$ cat src/rtl/apb_slave_regfile.sv
// apb_slave_regfile
// APB slave register bank: NUM_REGS read/write control words at word offsets
// 0..NUM_REGS-1, plus a read-only live status word at offset NUM_REGS.
// Bad address, misalignment or a write to the status word answer with PSLVERR.
// Optional macro APB_SLV_WAIT_EN compiles in a WAIT state with a 4-bit
// down-counter that holds off o_pready for WAIT_CYCLES access cycles.
// Without the macro every transfer completes in its first access cycle.
//
// state   | meaning
// --------+-----------------------------------------------------------------
// ST_IDLE | no transfer in flight; watching for a setup cycle
// ST_WAIT | transfer latched, counting wait states (APB_SLV_WAIT_EN only)
// ST_RESP | o_pready high this cycle; completes or aborts at the next edge
module apb_slave_regfile #(
    parameter int                    ADDR_WIDTH  = 32,
    parameter int                    DATA_WIDTH  = 32,
    parameter int                    NUM_REGS    = 4,
    parameter int                    WAIT_CYCLES = 2,
    parameter logic [DATA_WIDTH-1:0] RESET_VAL   = '0
) (
    input  logic                           i_clk_apb,
    input  logic                           i_rstn_apb,
    input  logic                           i_psel,
    input  logic                           i_penable,
    input  logic                           i_pwrite,
    input  logic [ADDR_WIDTH-1:0]          i_paddr,
    input  logic [DATA_WIDTH-1:0]          i_pwdata,
    output logic [DATA_WIDTH-1:0]          o_prdata,
    output logic                           o_pready,
    output logic                           o_pslverr,
    input  logic [DATA_WIDTH-1:0]          i_status,
    output logic [NUM_REGS*DATA_WIDTH-1:0] o_regs
);

    localparam int IDX_W = ADDR_WIDTH - 2;
    localparam logic [IDX_W-1:0] STATUS_IDX = IDX_W'(NUM_REGS);

`ifdef APB_SLV_WAIT_EN
    typedef enum logic [1:0] {
        ST_IDLE = 2'd0,
        ST_WAIT = 2'd1,
        ST_RESP = 2'd2
    } state_t;
`else
    typedef enum logic [1:0] {
        ST_IDLE = 2'd0,
        ST_RESP = 2'd2
    } state_t;
`endif

    state_t                  state_q, state_d;
    logic [IDX_W-1:0]        addr_q, addr_d;
    logic                    write_q, write_d;
    logic [DATA_WIDTH-1:0]   wdata_q, wdata_d;
    logic                    err_q, err_d;
    logic                    pready_q, pready_d;
    logic                    pslverr_q, pslverr_d;
    logic [DATA_WIDTH-1:0]   prdata_q, prdata_d;
    logic [DATA_WIDTH-1:0]   regs_q [NUM_REGS];
`ifdef APB_SLV_WAIT_EN
    logic [3:0]              cnt_q, cnt_d;
`endif

    logic                    setup;
    logic                    complete;
    logic                    take_setup;
    logic                    wr_en;
    logic [IDX_W-1:0]        live_idx;
    logic                    live_err;
    logic [IDX_W-1:0]        rd_idx;
    logic [DATA_WIDTH-1:0]   rd_data;

    assign setup    = i_psel & ~i_penable;
    assign complete = (state_q == ST_RESP) & i_psel & i_penable & pready_q;
    assign live_idx = i_paddr[ADDR_WIDTH-1:2];
    assign live_err = (i_paddr[1:0] != 2'b00)
                    | (live_idx > STATUS_IDX)
                    | (i_pwrite & (live_idx == STATUS_IDX));

    // While waiting, the read is taken from the latched address; otherwise
    // the setup-cycle address is still on the bus and is used directly.
`ifdef APB_SLV_WAIT_EN
    assign rd_idx = (state_q == ST_WAIT) ? addr_q : live_idx;
`else
    assign rd_idx = live_idx;
`endif

    // Read mux over the R/W registers and the status word.
    always_comb begin
        rd_data = '0;
        if (rd_idx == STATUS_IDX) begin
            rd_data = i_status;
        end
        for (int k = 0; k < NUM_REGS; k++) begin
            if (rd_idx == IDX_W'(k)) begin
                rd_data = regs_q[k];
            end
        end
    end

    // Next-state and registered-output logic for the transfer FSM.
    always_comb begin
        state_d    = state_q;
        addr_d     = addr_q;
        write_d    = write_q;
        wdata_d    = wdata_q;
        err_d      = err_q;
        pready_d   = 1'b0;
        pslverr_d  = 1'b0;
        prdata_d   = '0;
        wr_en      = 1'b0;
        take_setup = 1'b0;
`ifdef APB_SLV_WAIT_EN
        cnt_d      = cnt_q;
`endif

        case (state_q)
            ST_IDLE: begin
                take_setup = setup;
            end
`ifdef APB_SLV_WAIT_EN
            ST_WAIT: begin
                if (!i_psel) begin
                    state_d = ST_IDLE;
                    cnt_d   = 4'd0;
                end else if (cnt_q <= 4'd1) begin
                    state_d   = ST_RESP;
                    cnt_d     = 4'd0;
                    pready_d  = 1'b1;
                    pslverr_d = err_q;
                    prdata_d  = (err_q | write_q) ? '0 : rd_data;
                end else begin
                    cnt_d = cnt_q - 4'd1;
                end
            end
`endif
            ST_RESP: begin
                // Always leave RESP: either the transfer completes, or the
                // master dropped psel and the transfer is abandoned.
                state_d    = ST_IDLE;
                wr_en      = complete & write_q & ~err_q;
                take_setup = setup;
            end
            default: begin
                state_d = ST_IDLE;
            end
        endcase

        if (take_setup) begin
            addr_d  = live_idx;
            write_d = i_pwrite;
            wdata_d = i_pwdata;
            err_d   = live_err;
`ifdef APB_SLV_WAIT_EN
            if (WAIT_CYCLES > 0) begin
                state_d = ST_WAIT;
                cnt_d   = 4'(WAIT_CYCLES);
            end else begin
                state_d   = ST_RESP;
                pready_d  = 1'b1;
                pslverr_d = live_err;
                prdata_d  = (live_err | i_pwrite) ? '0 : rd_data;
            end
`else
            state_d   = ST_RESP;
            pready_d  = 1'b1;
            pslverr_d = live_err;
            prdata_d  = (live_err | i_pwrite) ? '0 : rd_data;
`endif
        end
    end

    // FSM state, latched transfer and registered response outputs.
    always_ff @(posedge i_clk_apb or negedge i_rstn_apb) begin
        if (!i_rstn_apb) begin
            state_q   <= ST_IDLE;
            addr_q    <= '0;
            write_q   <= 1'b0;
            wdata_q   <= '0;
            err_q     <= 1'b0;
            pready_q  <= 1'b0;
            pslverr_q <= 1'b0;
            prdata_q  <= '0;
`ifdef APB_SLV_WAIT_EN
            cnt_q     <= 4'd0;
`endif
        end else begin
            state_q   <= state_d;
            addr_q    <= addr_d;
            write_q   <= write_d;
            wdata_q   <= wdata_d;
            err_q     <= err_d;
            pready_q  <= pready_d;
            pslverr_q <= pslverr_d;
            prdata_q  <= prdata_d;
`ifdef APB_SLV_WAIT_EN
            cnt_q     <= cnt_d;
`endif
        end
    end

    // Register bank; written only at the completing edge with the latched data.
    always_ff @(posedge i_clk_apb or negedge i_rstn_apb) begin
        if (!i_rstn_apb) begin
            for (int k = 0; k < NUM_REGS; k++) begin
                regs_q[k] <= RESET_VAL;
            end
        end else if (wr_en) begin
            for (int k = 0; k < NUM_REGS; k++) begin
                if (addr_q == IDX_W'(k)) begin
                    regs_q[k] <= wdata_q;
                end
            end
        end
    end

    for (genvar g = 0; g < NUM_REGS; g++) begin : g_regs_out
        assign o_regs[g*DATA_WIDTH +: DATA_WIDTH] = regs_q[g];
    end

    assign o_prdata  = prdata_q;
    assign o_pready  = pready_q;
    assign o_pslverr = pslverr_q;

endmodule

$ cat config.mk
export PLATFORM = sky130hd
export DESIGN_NAME = apb_slave_regfile
export DESIGN_NICKNAME = d
export VERILOG_FILES = /design/src/rtl/apb_slave_regfile.sv
export SDC_FILE = /design/constraint.sdc
export NUM_CORES = 1
export LEC_CHECK = 0
export CAP_MARGIN = 5
export CORE_ASPECT_RATIO = 1.5
export CORE_MARGIN = 1.5
export CORE_UTILIZATION = 44
export CTS_CLUSTER_SIZE = 10
export DETAILED_ROUTE_END_ITERATION = 7
export PLACE_DENSITY = 0.76
export SLEW_MARGIN = 15
export SYNTH_ARGS = -nofsm -noshare
export SYNTH_HDL_FRONTEND = slang
export SYNTH_SLANG_ARGS = --single-unit
$ cat constraint.sdc
create_clock -name i_clk_apb -period 2 [get_ports i_clk_apb]
set_input_delay 0.3 -clock i_clk_apb [delete_from_list [all_inputs] [get_ports i_clk_apb]]
set_output_delay 0.3 -clock i_clk_apb [all_outputs]
set_load 0.02 [all_outputs]
=== After elaboration in Yosys (flattened, before gate mapping) ===
Index checks and enable logic that the tools add are counted.

* $lt $le $gt $ge: 1
* Eq/ne operators: 9
* Muxes and demuxes: 13
* Bitwise gates (word level): 12
* Reduce and logical (&&, ||, !) cells: 9

{| class="wikitable"
|+ Operators by type and width
! cell !! count
|-
| 32-bit 2-to-1 mux || 7
|-
| 30-bit by 2-bit equality test with 1-bit output, second input constant || 4
|-
| 30-bit by 1-bit equality test with 1-bit output, second input constant || 2
|-
| 30-bit zero test || 2
|-
| 30-bit by 3-bit equality test with 1-bit output, second input constant || 1
|-
| 30-bit by 3-bit > comparator with 1-bit output, second input constant || 1
|-
| 2-bit AND reduction || 4
|-
| 1-bit bitwise AND || 7
|-
| 1-bit 2-to-1 mux || 4
|-
| 2-bit 2-to-1 mux || 2
|-
| 1-bit bitwise OR || 3
|-
| 2-bit equality test, second input constant || 1
|-
| 2-bit zero test || 1
|-
| 2-bit != test, second input constant || 1
|-
| 1-bit NOT || 2
|-
| 2-bit nonzero test || 1
|-
| 2-bit OR reduction || 1
|}

* Bits in registers: 228
* Input bits: 101
* Output and inout port bits: 162
* Word-level logic and storage cells: 56

=== Depth between registers and ports, before layout ===
Gate-level depths: netlist of run 1.

* Depth in word-level cells: 8
* Gate-level depth with buffers: 7
* Gate-level depth less buffers: 4

=== Worst setup path after synthesis of run 1 ===
OpenSTA, ideal clock, no wires.

* Kind: reg-to-reg
* From: register addr_q[12]
* To: register regs_q, in the netlist o_regs[100]
* Library setup time: 0.125 ns
* Arrival: 1.874 ns
* Data required time: 1.875 ns
* Slack: 0.001 ns
* Stages on the path, launching flop included: 6
* Buffers on the path: 1
* Clock period less this slack: 1.999 ns
* Cells stage by stage: dfrtp_1 nor4_4 nand4_4 nor4_4 buf_8 mux2_4

* Word-level cells in the longest chain between the ends: 2

{| class="wikitable"
|+ Ends and longest elaborated chain
! what !! RTL line !! text
|-
| from (decl) || 52 || <nowiki>logic [IDX_W-1:0] addr_q, addr_d;</nowiki>
|-
| from (signal assigned) || 189 || <nowiki>addr_q <= addr_d;</nowiki>
|-
| 30-bit by 2-bit equality test with 1-bit output || 210 || <nowiki>if (addr_q == IDX_W'(k)) begin</nowiki>
|-
| 2-bit AND reduction (no source line) || n/a ||
|-
| to (signal, indexed assignment) || 211 || <nowiki>regs_q[k] <= wdata_q;</nowiki>
|-
| to (decl) || 59 || <nowiki>logic [DATA_WIDTH-1:0] regs_q [NUM_REGS];</nowiki>
|}

No other way between the ends.
A chain may end at the register's enable or synchronous reset.

=== Worst setup path after layout of run 1 ===
* From: register addr_q[11]
* To: register regs_q, in the netlist o_regs[67]

Same word-level chain as after synthesis.

==> results_dict.tcl, run 1 <==
set metrics [dict create \
    p_per_area_mw_per_mm2 668.5 \
    worstPathRequired_ns 2.38 \
    ys_seq_area_frac 0.5626 \
    min_from "i_paddr[2]" \
    synth_area_mm2 0.01010 \
    place_area_mm2 0.01331 \
    cts_buffers 26 \
    slew_violations 0 \
    postSynthCellCount 871 \
    cp-end-kind "register" \
    fin_area_mm2 0.01483 \
    critPathBufInv 3 \
    overflow 0 \
    critical_path_cell_count 7 \
    start_util 0.4494 \
    core_area_mm2 0.02247 \
    cts_max_level 1 \
    drt_wl_total_mm 33.31 \
    final-setup-viol-count 120 \
    status "finished with violations" \
    worst_slack_ns -0.1167 \
    rows 67 \
    avgSynthCellArea_um2 11.59 \
    crit_slowest_cell "dfrtp_1" \
    dp_hpwl_mm 21.36 \
    worst_pin_slew_ns 0.8919 \
    ys_ff_latch 227 \
    first_pass_iters 4 \
    async_flop_share 1.000 \
    skew_ns 0.03239 \
    drt_first_iter_violations 528 \
    min_period_over_period 1.058 \
    start_kind "register" \
    gp_congestion 0.8419 \
    final_antenna_net_count 0 \
    cts_root_buffer "clkbuf_16" \
    holdPathStages 4 \
    ioPinCount 263 \
    area_delta_synth_final_pct 46.91 \
    synth.most_common_cell "dfrtp_1" \
    wl_per_cell_um 22.89 \
    clk_pin_slew_worst_paths_ns 0.06 \
    yosysWarningCount 0 \
    synth_area_leader_cell "dfrtp_1" \
    critPathMaxFanout 13 \
    startpoint "addr_q[11]" \
    rsz0062_at_grt "yes" \
    power.total_mw 9.915 \
    crit_family "simple AND/OR/NAND/NOR gates" \
    min_path_type "in -> reg" \
    dieArea_mm2 0.02388 \
    violations "setup timing" \
    vias_per_cell 5.605 \
    drv_cap 0 \
    r2r_start "addr_q[11]" \
    grt_max_degree 67 \
    slew-limit-headroom 0.4054 \
    clk_latency_ns 0.53 \
    num_vias 8156 \
    synth_commonest_cells "dfrtp_1 (227), nand2_1 (222), mux2_2 (86)" \
    synth_top_area_frac 0.5626 \
    drc 0 \
    antennaDiodeCount 0 \
    ff2ff_path_depth 7 \
    die-width_um 126.7 \
    die_y_um 188.5 \
    max_stage_delay_ns 0.40 \
    final_nets 1279 \
    grt_pass1_vias 8762 \
    tns_ns -6.043 \
    port_buffers 262 \
    crit_arrival_ns 2.50 \
    ys_top_cells_by_area "dfrtp_1 (56%), mux2_2 (9.6%), nand2_1 (8.3%), mux2_4 (4.5%), o2111a_1 (3.6%)" \
    clock_path_buffers 3 \
    cts.sinks 227 \
    peakVddDrop_uv 740.3 \
    synth_cell_types 33 \
    cts_tree "built" \
    synth_ff_type "dfrtp_1" \
    timing.fmax_mhz 472.4 \
    grtUsageTotal 0.2768 \
    worstSetupPathType "reg -> reg" \
    crit_chain "nor4_4 > nand4_4 > buf_6 > nor4_4 > buf_6 > buf_12 > mux2_4" \
    drive_above_1_share 0.2180 \
    grt_pass1_wl_mm 51.15 \
    synth_nets 972 \
    hold_violations 0 \
    post-route-min-period_ns 2.117 \
    power_leakage_nw 6.867 \
    antenna_found_initial 0 \
    synth_edf_count 0 \
]
per-layer routing:
| metal | wire [um] | global-route usage | part of all wire |
|---|---|---|---|
| met4 | 1356 | 0.1163 | 0.041 |
| met5 | 0 | 0 | 0 |
| met2 | 17160 | 0.4943 | 0.52 |
| met1 | 12520 | 0.3296 | 0.38 |
| met3 | 2275 | 0.04514 | 0.068 |
kinds of logic after synthesis:
kind of cell / Yosys count / synth area share
flops: 227 / 0.5626
buf+inv: 63 / 0.03309
simple gates: 322 / 0.1496
compound gates: 99 / 0.06903
mux: 160 / 0.1856
power by group:
part / internal (mW) / switching, mW
Clock: 2.33 / 1.72
Combinational: 0.419 / 0.478
Sequential: 4.76 / 0.213
Total: 7.51 / 2.41
final timing paths:
kind / end / slack [ns]
setup reg to reg: o_regs[67] / -0.12
hold / removal: addr_q[0] / 0.28
setup / recovery: o_regs[67] / -0.12
max in group asynchronous: o_regs[70] / 1.00
min in group asynchronous: wdata_q[14] / 0.35
hold reg to reg: write_q / 0.47
layout by cell type (no fill, tap or decap), drive strengths merged:
cell           count
nand3              2
and4b              1
a31oi              1
nor2              37
nand2            223
or3                1
dlygate4sd3        1
clkdlybuf4s50    258
buf               77
nand2b             4
mux2             128
clkinv             1
nand4              2
mux2i             32
nor3              33
o21ai              1
and4bb             1
a21oi             65
or2                1
clkbuf            32
inv                2
nor4              16
o2111a            32
dfrtp            227
nor4b              1
timing repair:
item,in CTS,in global routing
cloned,8,4
pin swaps,4,6
buffers inserted,8,4
gates resized for setup,102,17
setup endpoints to repair,128,150
endpoints found under the hold margin,59,0
hold buffers,1,0
worst min-delay path, delay by kind of cell:
kind	cells	cell delay (ns)
buf+inv	2	0.34
simple gates	2	0.10
area by class of cell:
type,instances,area (um^2)
fillers,1638,7635
flip-flops and latches,227,5680
multi-input cells,581,4474
repair buffers,340,3640
clock buffers,28,668.1
well taps,276,345.3
clock inverters,1,16.27
inverters,2,7.507
sequential cells by signal, indices dropped and copies added, names as in the netlist:
signal,flops
o_regs,128
o_prdata,32
wdata_q,32
addr_q,30
err_q,1
o_pready,1
o_pslverr,1
state_q,1
write_q,1
stage by stage:
stage                       util  worst slack [ns]  cells  hold slack, ns
final                     0.6602           -0.1167   1455          0.2808
after global routing      0.6602           -0.1847   1455          0.2897
after CTS                 0.6527           -0.1281   1448          0.2663
after detailed placement  0.5925           -0.4969   1402          0.2924
after global placement    0.5925           -0.4943   1402          0.2877
after floorplan                -         0.0005649    871        0.004409
(Power assumes the default switching activity.)
==> inputs of run 2 (changes only) <==
--- a/config.mk
+++ b/config.mk
@@ -6,12 +6,14 @@
 export NUM_CORES = 1
 export LEC_CHECK = 0
 export CAP_MARGIN = 5
+export CELL_PAD_IN_SITES_DETAIL_PLACEMENT = 2
+export CELL_PAD_IN_SITES_GLOBAL_PLACEMENT = 2
 export CORE_ASPECT_RATIO = 1.5
 export CORE_MARGIN = 1.5
-export CORE_UTILIZATION = 44
+export CORE_UTILIZATION = 28
 export CTS_CLUSTER_SIZE = 10
 export DETAILED_ROUTE_END_ITERATION = 7
-export PLACE_DENSITY = 0.76
+export PLACE_DENSITY_LB_ADDON = 0.1
 export SLEW_MARGIN = 15
 export SYNTH_ARGS = -nofsm -noshare
 export SYNTH_HDL_FRONTEND = slang
==> results_dict.tcl, run 2 (synthesis gave the netlist of run 1 again) <==
set metrics [dict create \
    status "finished with violations" \
    violations "setup timing" \
    worst_slack_ns -0.09914 \
    layout_common_cells "clkdlybuf4s50_1 (258), dfrtp_1 (227), nand2_1 (222)" \
    cts_buffers 27 \
    reg2reg_slack_ns -0.1 \
    whs_ns 0.2373 \
    peakVddDrop_uv 516.7 \
    min_to "addr_q[0]" \
    grt_pass1_wl_mm 59.73 \
    grtUsageTotal 0.2161 \
    start_kind "register" \
    layout.cells.non_filler 1664 \
    overflow 0 \
    pre_cts_ws_ns -0.5011 \
    die-width_um 158.0 \
    worstPathRequired_ns 2.43 \
    gp_congestion 0.7614 \
    area_delta_synth_final_pct 49.98 \
    antenna_found_initial 3 \
    min_from "i_paddr[2]" \
    core_area_mm2 0.03573 \
    worst_pin_slew_ns 0.8670 \
    min_path_type "in -> reg" \
    critPathMaxFanout 10 \
    holdPathStages 4 \
    fin_area_mm2 0.01514 \
    hold_violations 0 \
    cts_max_level 1 \
    first_pass_iters 4 \
    clk_latency_ns 0.55 \
    die_y_um 235.6 \
    start_util 0.2825 \
    drt_first_iter_violations 241 \
    dieArea_mm2 0.03723 \
    grt_max_degree 58 \
    clock_path_buffers 3 \
    final_common_cell "clkdlybuf4s50_1" \
    finalCoreUtilization 0.4237 \
    rows 85 \
    r2r_start "addr_q[28]" \
    final-setup-viol-count 123 \
    drv_cap 0 \
    cts_tree "built" \
    ff2ff_path_depth 7 \
    grt_pass1_vias 9243 \
    min_period_over_period 1.050 \
    clk_pin_slew_worst_paths_ns 0.06 \
    power.total_mw 10.24 \
    place_area_mm2 0.01365 \
    slew_violations 0 \
    placed_cells 1608 \
    num_vias 8042 \
    p_per_area_mw_per_mm2 676.6 \
    final_nets 1279 \
    wl_per_cell_um 24.36 \
    multi_input_area_mm2 0.004489 \
    timing.fmax_mhz 476.4 \
    drive_above_1_share 0.2194 \
    drc 0 \
    worstSetupPathType "reg -> reg" \
    cts.sinks 227 \
    drt_wl_total_mm 40.54 \
    largest_reg_flops 128 \
    vias_per_cell 4.833 \
    port_buffers 262 \
    rr_endpoint "o_regs[115]" \
    rsz0062_at_grt "yes" \
    seqCellArea_mm2 0.005680 \
    final_antenna_net_count 0 \
    skew_ns 0.01547 \
    ioPinCount 263 \
    fill_cells 3729 \
    crit_arrival_ns 2.53 \
    cp-end-kind "register" \
    tns_ns -7.953 \
    dp_hpwl_mm 26.97 \
    post-route-min-period_ns 2.099 \
    slew-limit-headroom 0.4220 \
    power_leakage_nw 6.887 \
    cts_root_buffer "clkbuf_16" \
]
==> run 2: timing repair <==
item,CTS,global route
gates cloned,4,6
setup endpoints to repair,128,130
gates resized for setup,116,5
endpoints found under the hold margin,49,0
hold buffers,1,0
buffers inserted,8,1
pin swaps,8,6
==> run 2: layer usage <==
layer	wire length [um]	track usage	part of all wire
met1	15910	0.2506	0.39
met2	21480	0.3925	0.53
met3	1806	0.03829	0.045
met4	1321	0.07590	0.033
met5	25	0	0.00062
==> run 2: power breakdown <==
group	internal (mW)	switching, mW
clock	2.45	1.88
combinational	0.425	0.510
sequential	4.76	0.216
==> run 2: worst max-delay path by stage <==
stage              endpoint  cells past startpoint  slack (ns)         from
4_1_cts         o_regs[106]                      7       -0.15   addr_q[28]
2_1_floorplan   o_regs[100]                      5      0.0006   addr_q[12]
5_1_grt         o_regs[126]                      6       -0.19    addr_q[2]
3_3_place_gp   o_prdata[12]                      6       -0.49  i_paddr[28]
3_5_place_dp   o_prdata[31]                      7       -0.50  i_paddr[28]
6_report        o_regs[115]                      7        -0.1   addr_q[28]
==> run 2: critical path: stages (launching register included) <==
cell and delay, ns:
dfrtp_1 0.41, nor4_4 0.35, nand4_4 0.16, buf_6 0.18, nor4_4 0.19, buf_6 0.20
buf_12 0.17, mux2_4 0.31
==> run 2: cell type report <==
class / instances / area share
antenna: 1 / 0.0001653
clock buffer: 34 / 0.04702
clock inverter: 2 / 0.001074
inverter: 2 / 0.0004958
multi-input combinational: 581 / 0.2965
sequential: 227 / 0.3751
tap: 478 / 0.03950
timing repair buffer: 339 / 0.2401
==> RTL change (settings of run 1) <==
Take the reset off `addr_q` and load it in a clocked block of its own.
--- a/src/rtl/apb_slave_regfile.sv
+++ b/src/rtl/apb_slave_regfile.sv
@@ -174,7 +174,6 @@
     always_ff @(posedge i_clk_apb or negedge i_rstn_apb) begin
         if (!i_rstn_apb) begin
             state_q   <= ST_IDLE;
-            addr_q    <= '0;
             write_q   <= 1'b0;
             wdata_q   <= '0;
             err_q     <= 1'b0;
@@ -186,7 +185,6 @@
 `endif
         end else begin
             state_q   <= state_d;
-            addr_q    <= addr_d;
             write_q   <= write_d;
             wdata_q   <= wdata_d;
             err_q     <= err_d;
@@ -199,6 +197,10 @@
         end
     end
 
+    always_ff @(posedge i_clk_apb) begin
+        addr_q <= addr_d;
+    end
+
     // Register bank; written only at the completing edge with the latched data.
     always_ff @(posedge i_clk_apb or negedge i_rstn_apb) begin
         if (!i_rstn_apb) begin
Formal check against the unedited RTL: no difference found for any inputs over 4 cycles, from zero or initial values and one cycle with i_rstn_apb low; that may be too few to reach the edited logic, so the function may still have changed.
==> RTL change against run 1 <==
Non-clock buffer count fell by 5; count of clock-buffer cells in the layout increased by 7; setup slack got worse by 14 ps; sequential share of layout area up 1.9 points; critical endpoint is now o_regs[53]; largest cell class unchanged; routed wire length fell by 7.4%; sequential cell count stayed put; the run still ends with setup timing left; worst hold slack gained 4.2 ps; final area shrank 2.2%; power fell by 0.17%; critical path type unchanged; synthesized area fell by 2.1%.
==> RTL change: results (changes against run 1) <==
Met1 Wirelength 11.91 mm (-4.9%); Least-Margin Pin Slew 929.4 ps (+37.52 ps); Met2 Wirelength 16.29 mm (-5.1%); count of flip-flops with a built-in enable after synthesis 30 (+30); via/cell ratio 5.563 (-0.76%); setup_tns -9854 ps (-3810 ps); mean post-synth cell area 12.77 um2 (+10%); first-pass GRT wire length 45.64 mm (-11%); gr usage total 25.20% (-2.5 points); Setup-failing EPs final 122 (+1.7%); highest net fanout along the worst path 6 (-7); Non-Filler Instances 1366 (-6.1%); Placed Instances 1317 (-6.1%); fillers 1652 (+0.85%); commonest cells in the netlist 197 x dfrtp_1, 132 x nand2_1, 86 x mux2_2, 65 x a21oi_1, 37 x nor2_1; unique cell type count in the Yosys netlist 35 (+6.1%); failing checks setup timing; asr flop ratio synth 86.78% (-13 points); number of global-route vias before repair 7898 (-9.9%); outcome finished with violations; ranking of synthesized cells by area dfrtp_1 50%, mux2_2 9.8%, edfxtp_1 9.1%; final setup margin -130.6 ps (-13.87 ps); dpl hpwl 19.96 mm (-6.5%); pin count of the biggest net entering global routing 71 (+6.0%); pre-CTS WS -389.1 ps (+107.8 ps); Avg WL per Cell 22.59 um (-1.3%); Final GP Congestion 0.8384 (-0.42%); Peak VDD IR 502.2 uV (-32%); reg2reg start addr_q[22]; Clock Skews 18.32 ps (-14.06 ps); CP arrival 2520 ps (+20 ps)
-- RTL change: stage by stage --
stage	area, um2	power (mW)
final	14510	9.898
after global routing	14510	10.23
after CTS	14180	9.961
after detailed placement	13220	5.815
after global placement	13220	5.798
after floorplan	9888	5.282
-- RTL change: timing repair --
action                                  in CTS  in global routing
hold buffers                                 1                  0
buffers inserted                             4                  2
pin swaps                                    4                  5
gates cloned                                 3                  6
endpoints found under the setup margin     128                128
gates resized for setup                     39                 53
endpoints found under the hold margin       65                  0
-- RTL change: metal layers --
metal / up-vias / GRT usage [%]
met5: - / 0
met4: 0 / 8.916
met3: 63 / 3.698
met2: 301 / 46.20
met1: 3858 / 29.88
li1: 3377 / -
-- RTL change: cells by family after synthesis --
logic type | count (synthesis) | synth area share, %
mux | 160 | 18.97
flops | 227 | 59.01
buf+inv | 56 | 3.102
simple gates | 232 | 11.87
compound gates | 99 | 7.053
-- RTL change: final cells by class --
class	count	area (um2)	share of cell area (%)
timing repair buffer	335	3583	24.70
multi-input combinational	491	4025	27.74
sequential	227	5831	40.19
clock buffer	35	715.7	4.933
inverter	2	7.507	0.05175
tap	276	345.3	2.380
-- RTL change: worst max-delay path: stages (launching register included) --
cell,delay [ps]
edfxtp_1,410
nor4_4,360
nand4_4,240
nor4_4,270
buf_6,210
clkbuf_16,200
mux2_4,300
-- RTL change: power breakdown --
part | total (mW) | switching (mW) | internal [mW]
combinational | 0.789 | 0.410 | 0.379
clock | 4.14 | 1.70 | 2.44
sequential | 4.96 | 0.147 | 4.82
-- RTL change: worst paths after layout --
path                          endpoint  slack, ps  depth (start not counted)
max                         o_regs[53]       -130                          6
min                          addr_q[0]        290                          2
max reg2reg                 o_regs[53]       -130                          6
min reg2reg                    write_q        490                          2
max in group asynchronous  o_prdata[0]        980                          3
min in group asynchronous  o_regs[101]        360                          2
